**config.mk**
```make
export PLATFORM = sky130hd
export DESIGN_NAME = rram_train_sequencer
export DESIGN_NICKNAME = d
export VERILOG_FILES = /design/src/rtl/rram_seq_pkg.sv /design/src/rtl/rram_phase_timer.sv /design/src/rtl/rram_train_sequencer.sv
export SDC_FILE = /design/constraint.sdc
export NUM_CORES = 1
export LEC_CHECK = 0
export ABC_AREA = 1
export CAP_MARGIN = 20
export CORE_MARGIN = 2
export CORE_UTILIZATION = 65
export DETAILED_ROUTE_END_ITERATION = 7
export DONT_BUFFER_PORTS = 1
export PLACE_DENSITY = 0.85
export RECOVER_POWER = 25
export SYNTH_ARGS = -nofsm -noshare
export SYNTH_HDL_FRONTEND = slang
export SYNTH_HIERARCHICAL = 1
export SYNTH_SLANG_ARGS = --single-unit
```
**constraint.sdc**
```tcl
create_clock -name clk -period 3.8 [get_ports clk]
set_input_delay 0.95 -clock clk [delete_from_list [all_inputs] [get_ports clk]]
set_output_delay 0.95 -clock clk [all_outputs]
set_load 0.005 [all_outputs]
```
**src/rtl/rram_seq_pkg.sv**
```systemverilog
// rram_seq_pkg: state encoding, layer bit masks and timer width for the RRAM training sequencer.
package rram_seq_pkg;
  typedef enum logic [3:0] {
    IDLE, INIT, WAIT_IN, FWD_L1, FWD_L2, FWD_L3, ERR, BACK, UPD_L3, UPD_L2, UPD_L1, DONE
  } state_t;
  localparam logic [5:0] L1_M = 6'b110000;
  localparam logic [5:0] L2_M = 6'b001100;
  localparam logic [5:0] L3_M = 6'b000010;
  localparam int TW = 16;
endpackage

```
**src/rtl/rram_phase_timer.sv**
```systemverilog
// rram_phase_timer: loadable down-counter; expired is high once the loaded count has run out.
module rram_phase_timer
  import rram_seq_pkg::*;
(
  input  logic          clk,
  input  logic          rst_n,
  input  logic          load,
  input  logic [TW-1:0] val,
  output logic          expired
);
  logic [TW-1:0] cnt;
  always_ff @(posedge clk)
    if (!rst_n) cnt <= '0;
    else if (load) cnt <= val;
    else if (cnt != '0) cnt <= cnt - 1'b1;
  assign expired = cnt == '0;
endmodule

```
**src/rtl/rram_train_sequencer.sv**
```systemverilog
// rram_train_sequencer: drives RRAM crossbar controls through forward/error/backward/update phases per sample.
// Optional RRAM_SEQ_INFER_EN adds infer_mode: a sample latched with it set skips ERR/BACK/UPD.
module rram_train_sequencer
  import rram_seq_pkg::*;
#(
  parameter int SETTLE_CYC = 4,
  parameter int PULSE_CYC  = 2,
  parameter int INIT_CYC   = 3,
  parameter int N_SAMPLES  = 4,
  parameter int N_EPOCHS   = 16,
  localparam int SW = N_SAMPLES > 1 ? $clog2(N_SAMPLES) : 1,
  localparam int EW = N_EPOCHS > 1 ? $clog2(N_EPOCHS) : 1
) (
  input  logic          clk,
  input  logic          rst_n,
  input  logic          start,
  input  logic          abort,
  input  logic          in_valid,
  output logic          in_ready,
  input  logic [1:0]    in_x,
  input  logic          in_label,
`ifdef RRAM_SEQ_INFER_EN
  input  logic          infer_mode,
`endif
  output logic [5:0]    Dwl,
  output logic [5:0]    Dsl,
  output logic [5:0]    Dbl,
  output logic          Dset,
  output logic          Dback,
  output logic          Dlabel,
  output logic [3:0]    phase,
  output logic [SW-1:0] sample_cnt,
  output logic [EW-1:0] epoch_cnt,
  output logic          busy,
  output logic          done
);
  state_t st, ns;
  logic [1:0] x_lat, nx;
  logic lab_lat, inf_lat, inf_in, hs, exp_t, last_s, last_e, fin, adv;
  logic [TW-1:0] len;
  logic [5:0] wl_n, sl_n, bl_n;
`ifdef RRAM_SEQ_INFER_EN
  assign inf_in = infer_mode;
`else
  assign inf_in = 1'b0;
`endif
  assign in_ready = st == WAIT_IN;
  assign phase = st;
  assign hs = in_ready && in_valid;
  assign nx = hs ? in_x : x_lat;
  assign last_s = sample_cnt == SW'(N_SAMPLES - 1);
  assign last_e = epoch_cnt == EW'(N_EPOCHS - 1);
  assign fin = last_s && last_e;
  assign adv = exp_t && (st == UPD_L1 || (st == FWD_L3 && inf_lat));
  rram_phase_timer u_timer (
    .clk(clk),
    .rst_n(rst_n),
    .load(ns != st),
    .val(len),
    .expired(exp_t)
  );
  always_comb begin
    ns = st;
    case (st)
      IDLE:    ns = start ? INIT : IDLE;
      INIT:    ns = exp_t ? WAIT_IN : INIT;
      WAIT_IN: ns = in_valid ? FWD_L1 : WAIT_IN;
      FWD_L1:  ns = exp_t ? FWD_L2 : FWD_L1;
      FWD_L2:  ns = exp_t ? FWD_L3 : FWD_L2;
      FWD_L3:  ns = !exp_t ? FWD_L3 : !inf_lat ? ERR : fin ? DONE : WAIT_IN;
      ERR:     ns = exp_t ? BACK : ERR;
      BACK:    ns = exp_t ? UPD_L3 : BACK;
      UPD_L3:  ns = exp_t ? UPD_L2 : UPD_L3;
      UPD_L2:  ns = exp_t ? UPD_L1 : UPD_L2;
      UPD_L1:  ns = !exp_t ? UPD_L1 : fin ? DONE : WAIT_IN;
      default: ns = IDLE;
    endcase
    if (abort) ns = IDLE;
  end
  always_comb begin
    len = ns == INIT ? TW'(INIT_CYC - 1)
        : ns inside {FWD_L1, FWD_L2, FWD_L3, ERR, BACK} ? TW'(SETTLE_CYC - 1)
        : ns inside {UPD_L3, UPD_L2, UPD_L1} ? TW'(PULSE_CYC - 1) : '0;
    wl_n = ns == FWD_L1 ? {nx, 4'b0000} : ns == FWD_L2 ? L2_M : ns == FWD_L3 ? L3_M : '0;
    sl_n = ns == FWD_L1 ? L1_M : ns == FWD_L2 ? L2_M : ns == FWD_L3 ? L3_M : '0;
    bl_n = ns == UPD_L1 ? L1_M : ns == UPD_L2 ? L2_M : ns == UPD_L3 ? L3_M : '0;
  end
  always_ff @(posedge clk)
    if (!rst_n) begin
      st         <= IDLE;
      x_lat      <= '0;
      lab_lat    <= 1'b0;
      inf_lat    <= 1'b0;
      sample_cnt <= '0;
      epoch_cnt  <= '0;
      Dwl        <= '0;
      Dsl        <= '0;
      Dbl        <= '0;
      Dset       <= 1'b0;
      Dback      <= 1'b0;
      Dlabel     <= 1'b0;
      busy       <= 1'b0;
      done       <= 1'b0;
    end else begin
      st <= ns;
      if (hs) begin
        x_lat   <= in_x;
        lab_lat <= in_label;
        inf_lat <= inf_in;
      end
      if (abort || st == DONE) begin
        sample_cnt <= '0;
        epoch_cnt  <= '0;
      end else if (adv) begin
        sample_cnt <= last_s ? '0 : sample_cnt + 1'b1;
        if (last_s) epoch_cnt <= last_e ? '0 : epoch_cnt + 1'b1;
      end
      Dwl    <= wl_n;
      Dsl    <= sl_n;
      Dbl    <= bl_n;
      Dset   <= ns == INIT;
      Dback  <= ns inside {BACK, UPD_L3, UPD_L2, UPD_L1};
      Dlabel <= lab_lat && (ns inside {ERR, BACK, UPD_L3, UPD_L2, UPD_L1});
      busy   <= ns != IDLE;
      done   <= ns == DONE;
    end
endmodule

```
-- Word level (Yosys, flattened, before mapping)
Cells that the tools add are included.
- bits in registers: 48
- bits of input ports: 8
- logic and storage cells: 93
- $add $sub $neg: 3
- equality and inequality tests: 24
- mux-type cells: 29
- bitwise operators: 1
- reduce and logical (&&, ||, !) cells: 19
- operators by type and width (operator ; number):
    4-bit case mux with 11 select lines ; 1
    4-bit equality test, second input constant ; 9
    4-bit by 3-bit equality test with 1-bit output, second input constant ; 8
    16-bit 2-to-1 mux ; 2
    4-bit 2-to-1 mux ; 7
    2-bit 2-to-1 mux ; 9
    6-bit 2-to-1 mux ; 3
    16-bit logical NOT ; 1
    16-bit nonzero test ; 1
    16-bit by 1-bit subtractor with 16-bit output, second input constant ; 1
    4-bit by 2-bit equality test with 1-bit output, second input constant ; 3
    5-bit nonzero test ; 2
    4-bit by 1-bit equality test with 1-bit output, second input constant ; 2
    4-bit nonzero test ; 2
    1-bit 2-to-1 mux ; 6
    2-bit OR reduction ; 3
    4-bit by 1-bit adder with 4-bit output, second input constant ; 1
    1-bit logical AND ; 4
    4-bit logical NOT ; 1
    4-bit != test ; 1
    3-bit 2-to-1 mux ; 1
    3-bit nonzero test ; 1
    3-bit OR reduction ; 1
    2-bit by 1-bit adder with 2-bit output, second input constant ; 1
    5 further kinds ; 5

-- Depth between registers and ports, before layout
- depth in word-level cells: 12
- mapped depth: 20

-- Modules after synthesis
Netlist, hierarchy kept.
- by module, submodules not included (module ; times used ; cells an instance ; area an instance (sq um) ; sequential area each (sq um)):
    rram_train_sequencer ; 1 ; 167 ; 1268.7 ; 520.5
    rram_phase_timer ; 1 ; 180 ; 1114.8 ; 320.3

-- Least setup slack after synthesis
Ideal clock, no wire load.
- kind: flip-flop to flip-flop
- start point: reg u_timer.cnt[0]
- end point: reg u_timer.cnt[2]
- data arrival time: 2378 ps
- required time: 3672 ps
- setup slack: 1295 ps
- stages on the path, launching flop included: 17
- buffers on the path: 1
- period minus slack after synthesis: 2505 ps
- cell sequence: dfxtp_1 -> inv_1 -> ha_1 -> nand2_4 -> nor2_8 -> nand4_4 -> inv_1 -> nor2_1 -> nand2_1 -> nand3_2 -> o21ai_2 -> nand2_1 -> nand4_1 -> clkbuf_1 -> nor2_1 -> a22oi_1 -> nor2_1
- word-level cells in the longest chain between the ends: 6
- RTL lines (item ; line ; source):
    start, declared ; rram_phase_timer.sv:11 ; logic [TW-1:0] cnt;
    start signal, assigned ; rram_phase_timer.sv:14 ; else if (load) cnt <= val;
    start signal, assigned ; rram_phase_timer.sv:15 ; else if (cnt != '0) cnt <= cnt - 1'b1;
    16-bit logical NOT * ; rram_phase_timer.sv:16 ; assign expired = cnt == '0;
    via exp_t ; rram_train_sequencer.sv:39 ; logic lab_lat, inf_lat, inf_in, hs, exp_t, last_s, last_e, fin, adv;
    4-bit 2-to-1 mux (tied with other cells) ; rram_train_sequencer.sv:75 ; UPD_L1: ns = !exp_t ? UPD_L1 : fin ? DONE : WAIT_IN;
    4-bit case mux with 11 select lines * ; rram_train_sequencer.sv:64 ; case (st)
    4-bit 2-to-1 mux * ; rram_train_sequencer.sv:78 ; if (abort) ns = IDLE;
    4-bit != test * ; rram_train_sequencer.sv:58 ; .load(ns != st),
    16-bit 2-to-1 mux / 2-bit nonzero test (equally long branches) ; -- ;
Mark *: on every way through the listed nets, which the timed path passes. The rest lies on a longest branch. The select of a mux whose other input is x is not followed.
A chain may end at the register's enable or synchronous reset.

-- Worst setup path in the final report
- start point: reg u_timer.cnt[0]
- end point: reg u_timer.cnt[1]
- word-level cells in the longest chain between the ends: 9
- RTL lines (item ; line ; source):
    16-bit logical NOT * ; rram_phase_timer.sv:16 ;
    via exp_t ; rram_train_sequencer.sv:39 ;
    4-bit 2-to-1 mux (tied with other cells) ; rram_train_sequencer.sv:75 ;
    4-bit case mux with 11 select lines * ; rram_train_sequencer.sv:64 ;
    4-bit 2-to-1 mux * ; rram_train_sequencer.sv:78 ;
    4-bit by 2-bit equality test with 1-bit output / 4-bit by 3-bit equality test with 1-bit output (equally long branches) ; rram_train_sequencer.sv:82 ; : ns inside {FWD_L1, FWD_L2, FWD_L3, ERR, BACK} ? TW'(SETTLE_CYC - 1)
    5-bit nonzero test ; rram_train_sequencer.sv:82 ;
    2-bit 2-to-1 mux ; rram_train_sequencer.sv:82 ;
    2-bit 2-to-1 mux ; rram_train_sequencer.sv:81 ; len = ns == INIT ? TW'(INIT_CYC - 1)
    16-bit 2-to-1 mux ; rram_phase_timer.sv:14 ;
Marked as above.

==> reports/qor.log <==
INFO  synthesis      yosysTopAreaCell=sky130_fd_sc_hd__dfxtp_1
INFO  sta            largest_clock_skew_in_the_final_design=0.01060ns
INFO  grt            groute.usage.overall=0.2522
INFO  grt            grt_max_degree=24
INFO  sta            tns=0ns
INFO  grt            grt_antenna_before_repair=0
INFO  sta            max-slew-margin-rel=0.6688
INFO  sta            final.min_clock_period=2.885ns
INFO  drt            drt_first_pass_iters=4
INFO  cts            setup_fix_bufs_post_cts=0
INFO  synthesis      synth.ff_latch_count=42
INFO  cells_and_area n_antenna_cell=0
INFO  setup_path     critPathRequiredTime=4.08ns
INFO  job            cap_violations=0
INFO  grt            grt_util_met1=0.2917
INFO  synthesis      yosys_most_used_dff=sky130_fd_sc_hd__dfxtp_1
INFO  cts            tritoncts=yes
INFO  floorplanning  die_area=0.004167mm²
INFO  synthesis      post-synth-top-count-cell=sky130_fd_sc_hd__nand2_1
INFO  placement      place.detailed.hpwl=3.599mm
INFO  drt            remaining_drc_errors=0
INFO  cts            numClockSinks=42
INFO  synthesis      synth-adder-area-share=0.01575
INFO  setup_path     crit_arrival=3.16ns
INFO  synthesis      ys.warnings.count=6
INFO  status         run_status=finished, final reports clean
INFO  grt            first_pass_grt_wire_length=8.369mm
INFO  sta            setup_viol=0
INFO  synthesis      synth_cell_type_count=34
INFO  placement      gp_congestion=0.9951
INFO  synthesis      synth_simple_gate_area_frac=0.4194
INFO  floorplanning  io_pins=42
INFO  placement      pre_cts_ws=0.9671ns
INFO  synthesis      synth_xor_xnor_area_share=0.02205
INFO  synthesis      synthTopCellsByArea=sky130_fd_sc_hd__dfxtp_1 35%, sky130_fd_sc_hd__nand2_1 14%, sky130_fd_sc_hd__nor2_1 8.5%
INFO  cells_and_area fin_nets=368
INFO  drt            wl=4.708mm
INFO  cts            cts.reportedPaths.clkPinSlew=0.13ns
INFO  drt            vias_per_cell=5.059
INFO  power_and_ir_drop static-leakage-power=0.001245µW
INFO  power_and_ir_drop peak_vdd_ir=0.4103mV
INFO  hold_path      hp-class=register to register
INFO  sta            fmaxAchievable=346.6MHz
INFO  setup_path     worst-setup-path-type=register to register
INFO  grt            grt-busiest-layer=met2
INFO  cts            h-tree-depth=2
INFO  floorplanning  placementRows=21
INFO  setup_path     path_max_fanout=23
INFO  sta            period_share=0.7592
INFO  drt            dr_total_vias=2,044
INFO  cts            post_cts.resized_instances=0
INFO  cells_and_area share_of_cells_above_drive_strength_1=0.1257
INFO  floorplanning  die_width=64.56µm
INFO  cells_and_area final_cell_area=0.002517mm²
INFO  grt            globalRoute.totalOverflow=0
INFO  synthesis      synth_edf_count=0
INFO  synthesis      yosysSeqAreaShare=0.3528
INFO  floorplanning  die_height=64.56µm
INFO  drt            route.detailed.wl_per_inst=11.65µm
INFO  drt            dr.first_iter.drc_count=139
INFO  synthesis      combinational_family_with_the_most_area_after_synthesis=simple AND/OR/NAND/NOR gates
INFO  cts            clock-root-buffer=sky130_fd_sc_hd__clkbuf_4
INFO  sta            timing_max_transition_violations_final=0
INFO  floorplanning  initial_core_util=0.6978
INFO  synthesis      syn_inst=347
INFO  synthesis      synth_largest_type_area_fraction=0.3528
INFO  synthesis      synth_area_per_cell=6.869µm²
INFO  cts            cts_made_buffers=5
INFO  grt            met3_usage=0.05035
INFO  setup_path     type_of_element_capturing_the_critical_path=register
INFO  drt            ant_nets=0
INFO  placement      placement.io_buffers=0
INFO  synthesis      muxShareOfSynthArea=0.004199
INFO  cts            postCtsHoldBufs=0
INFO  cts            clk-insertion-delay-late=0.35ns
INFO  synthesis      ys_top_cells_by_count=87 x sky130_fd_sc_hd__nand2_1, 54 x sky130_fd_sc_hd__nor2_1, 42 x sky130_fd_sc_hd__dfxtp_1
INFO  cells_and_area area_delta_synth_final=5.617%
INFO  sta            tightest_pin_transition=0.4929ns
INFO  sta            final_hold_viol_count=0
INFO  grt            via_count_of_the_first_global_routing_pass=1,982
INFO  sta            rsz0062_at_grt=no
INFO  synthesis      mappedNetlistArea=0.002384mm²
INFO  placement      dpl_cell_area=0.002419mm²
INFO  synthesis      synth_compound_gate_area_share=0.07717
INFO  power_and_ir_drop power.density_cell_area=606.4mW/mm²
INFO  synthesis      synth_async_sr_flop_share=0
INFO  grt            gr-usage-met2=0.4557
INFO  setup_path     start_kind=register
INFO  cts            max-clock-path-buffers=2
INFO  floorplanning  core-area=0.003416mm²
INFO  sta            fin_ws=0.9149ns
==> cell type report <==
cell class	count	area (µm²)
Fill cell	277	898.4
Clock buffer	5	37.54
Multi-Input combinational cell	263	1340
Clock inverter	3	68.82
Sequential cell	42	840.8
Inverter	44	165.2
Tap cell	46	57.56
Timing Repair Buffer	1	7.507
==> cells by family after synthesis <==
kind of cell | after synthesis
muxes | 1
DFF | 42
AOI/OAI and AO/OA | 34
adders and majority gates | 3
buffers and inverters | 58
xor gates and xnor gates | 6
and+or+nand+nor | 202
other | 1
==> where the power goes <==
part / leakage [µW] / total [µW] / internal [µW] / switching (µW)
registers: 0.000342 / 553 / 495 / 58.3
logic: 0.000847 / 623 / 216 / 407
clock network: 0.0000554 / 350 / 206 / 145
==> stage by stage <==
stage | cells | utilization | power, µW | hold WS [ns]
6_report | 404 | 0.7370 | 1527 | 0.4501
2_1_floorplan | 363 | - | 1075 | 0.4120
3_5_place_dp | 396 | 0.7081 | 1176 | 0.4324
4_1_cts | 404 | 0.7392 | 1525 | 0.4527
3_3_place_gp | 396 | 0.7081 | 1169 | 0.4273
5_1_grt | 404 | 0.7370 | 1638 | 0.4790
==> sequential cells by signal, summed over array words and instances (netlist names) <==
register     flops
Dback            1
Dbl              3
Dlabel           1
Dset             1
Dsl              3
Dwl              2
busy             1
done             1
epoch_cnt        4
lab_lat          1
phase            4
sample_cnt       2
u_timer/cnt     16
x_lat            2
==> placed cells by master (no fill, tap or decap), types with 2 or more instances in the layout <==
cell type                   instances
sky130_fd_sc_hd__nor2_1            55
sky130_fd_sc_hd__nor3_1             3
sky130_fd_sc_hd__o21ai_1            4
sky130_fd_sc_hd__xor2_1             2
sky130_fd_sc_hd__inv_2              7
sky130_fd_sc_hd__clkbuf_4           5
sky130_fd_sc_hd__nand2_2            7
sky130_fd_sc_hd__nand3_1           21
sky130_fd_sc_hd__bufinv_16          2
sky130_fd_sc_hd__nor2_4             5
sky130_fd_sc_hd__inv_1             37
sky130_fd_sc_hd__a21oi_1           13
sky130_fd_sc_hd__nand4_1            4
sky130_fd_sc_hd__ha_1               3
sky130_fd_sc_hd__nor3_2             2
sky130_fd_sc_hd__dfxtp_1           42
sky130_fd_sc_hd__xnor2_1            4
sky130_fd_sc_hd__conb_1            17
sky130_fd_sc_hd__nor2_8             3
sky130_fd_sc_hd__o21ai_0           13
sky130_fd_sc_hd__nand2_1           87
sky130_fd_sc_hd__nor4_1             2
sky130_fd_sc_hd__nand2_4            2
sky130_fd_sc_hd__nor2_2             5
sky130_fd_sc_hd__nand3_2            2
==> layer usage <==
metal,part of all wire,vias to the layer above
met4,0.013,0
met5,0,-
li1,-,1083
met1,0.45,879
met3,0.056,11
met2,0.48,71
==> worst max-delay path: stages (launching register included) <==
cell and delay, ns:
sky130_fd_sc_hd__dfxtp_1 0.36, sky130_fd_sc_hd__inv_1 0.09, sky130_fd_sc_hd__ha_1 0.23, sky130_fd_sc_hd__nand2_4 0.13
sky130_fd_sc_hd__nor2_8 0.14, sky130_fd_sc_hd__nand4_4 0.13, sky130_fd_sc_hd__inv_1 0.20, sky130_fd_sc_hd__nor2_1 0.07
sky130_fd_sc_hd__nand2_1 0.09, sky130_fd_sc_hd__nand3_2 0.11, sky130_fd_sc_hd__o21ai_2 0.31, sky130_fd_sc_hd__nand2_1 0.10
sky130_fd_sc_hd__nand4_1 0.10, sky130_fd_sc_hd__buf_4 0.24, sky130_fd_sc_hd__inv_2 0.15, sky130_fd_sc_hd__nand3_2 0.18
sky130_fd_sc_hd__nand2_1 0.07, sky130_fd_sc_hd__a21oi_1 0.11
==> worst paths after layout <==
| path | cells past startpoint | slack (ns) | end | start |
|---|---|---|---|---|
| max reg2reg | 17 | 0.91 | u_timer/cnt[1] | u_timer/cnt[0] |
| max | 17 | 0.91 | u_timer/cnt[1] | u_timer/cnt[0] |
| min | 2 | 0.45 | Dlabel | lab_lat |
| min reg2reg | 2 | 0.45 | Dlabel | lab_lat |
Power figures use the tool's default switching activity.
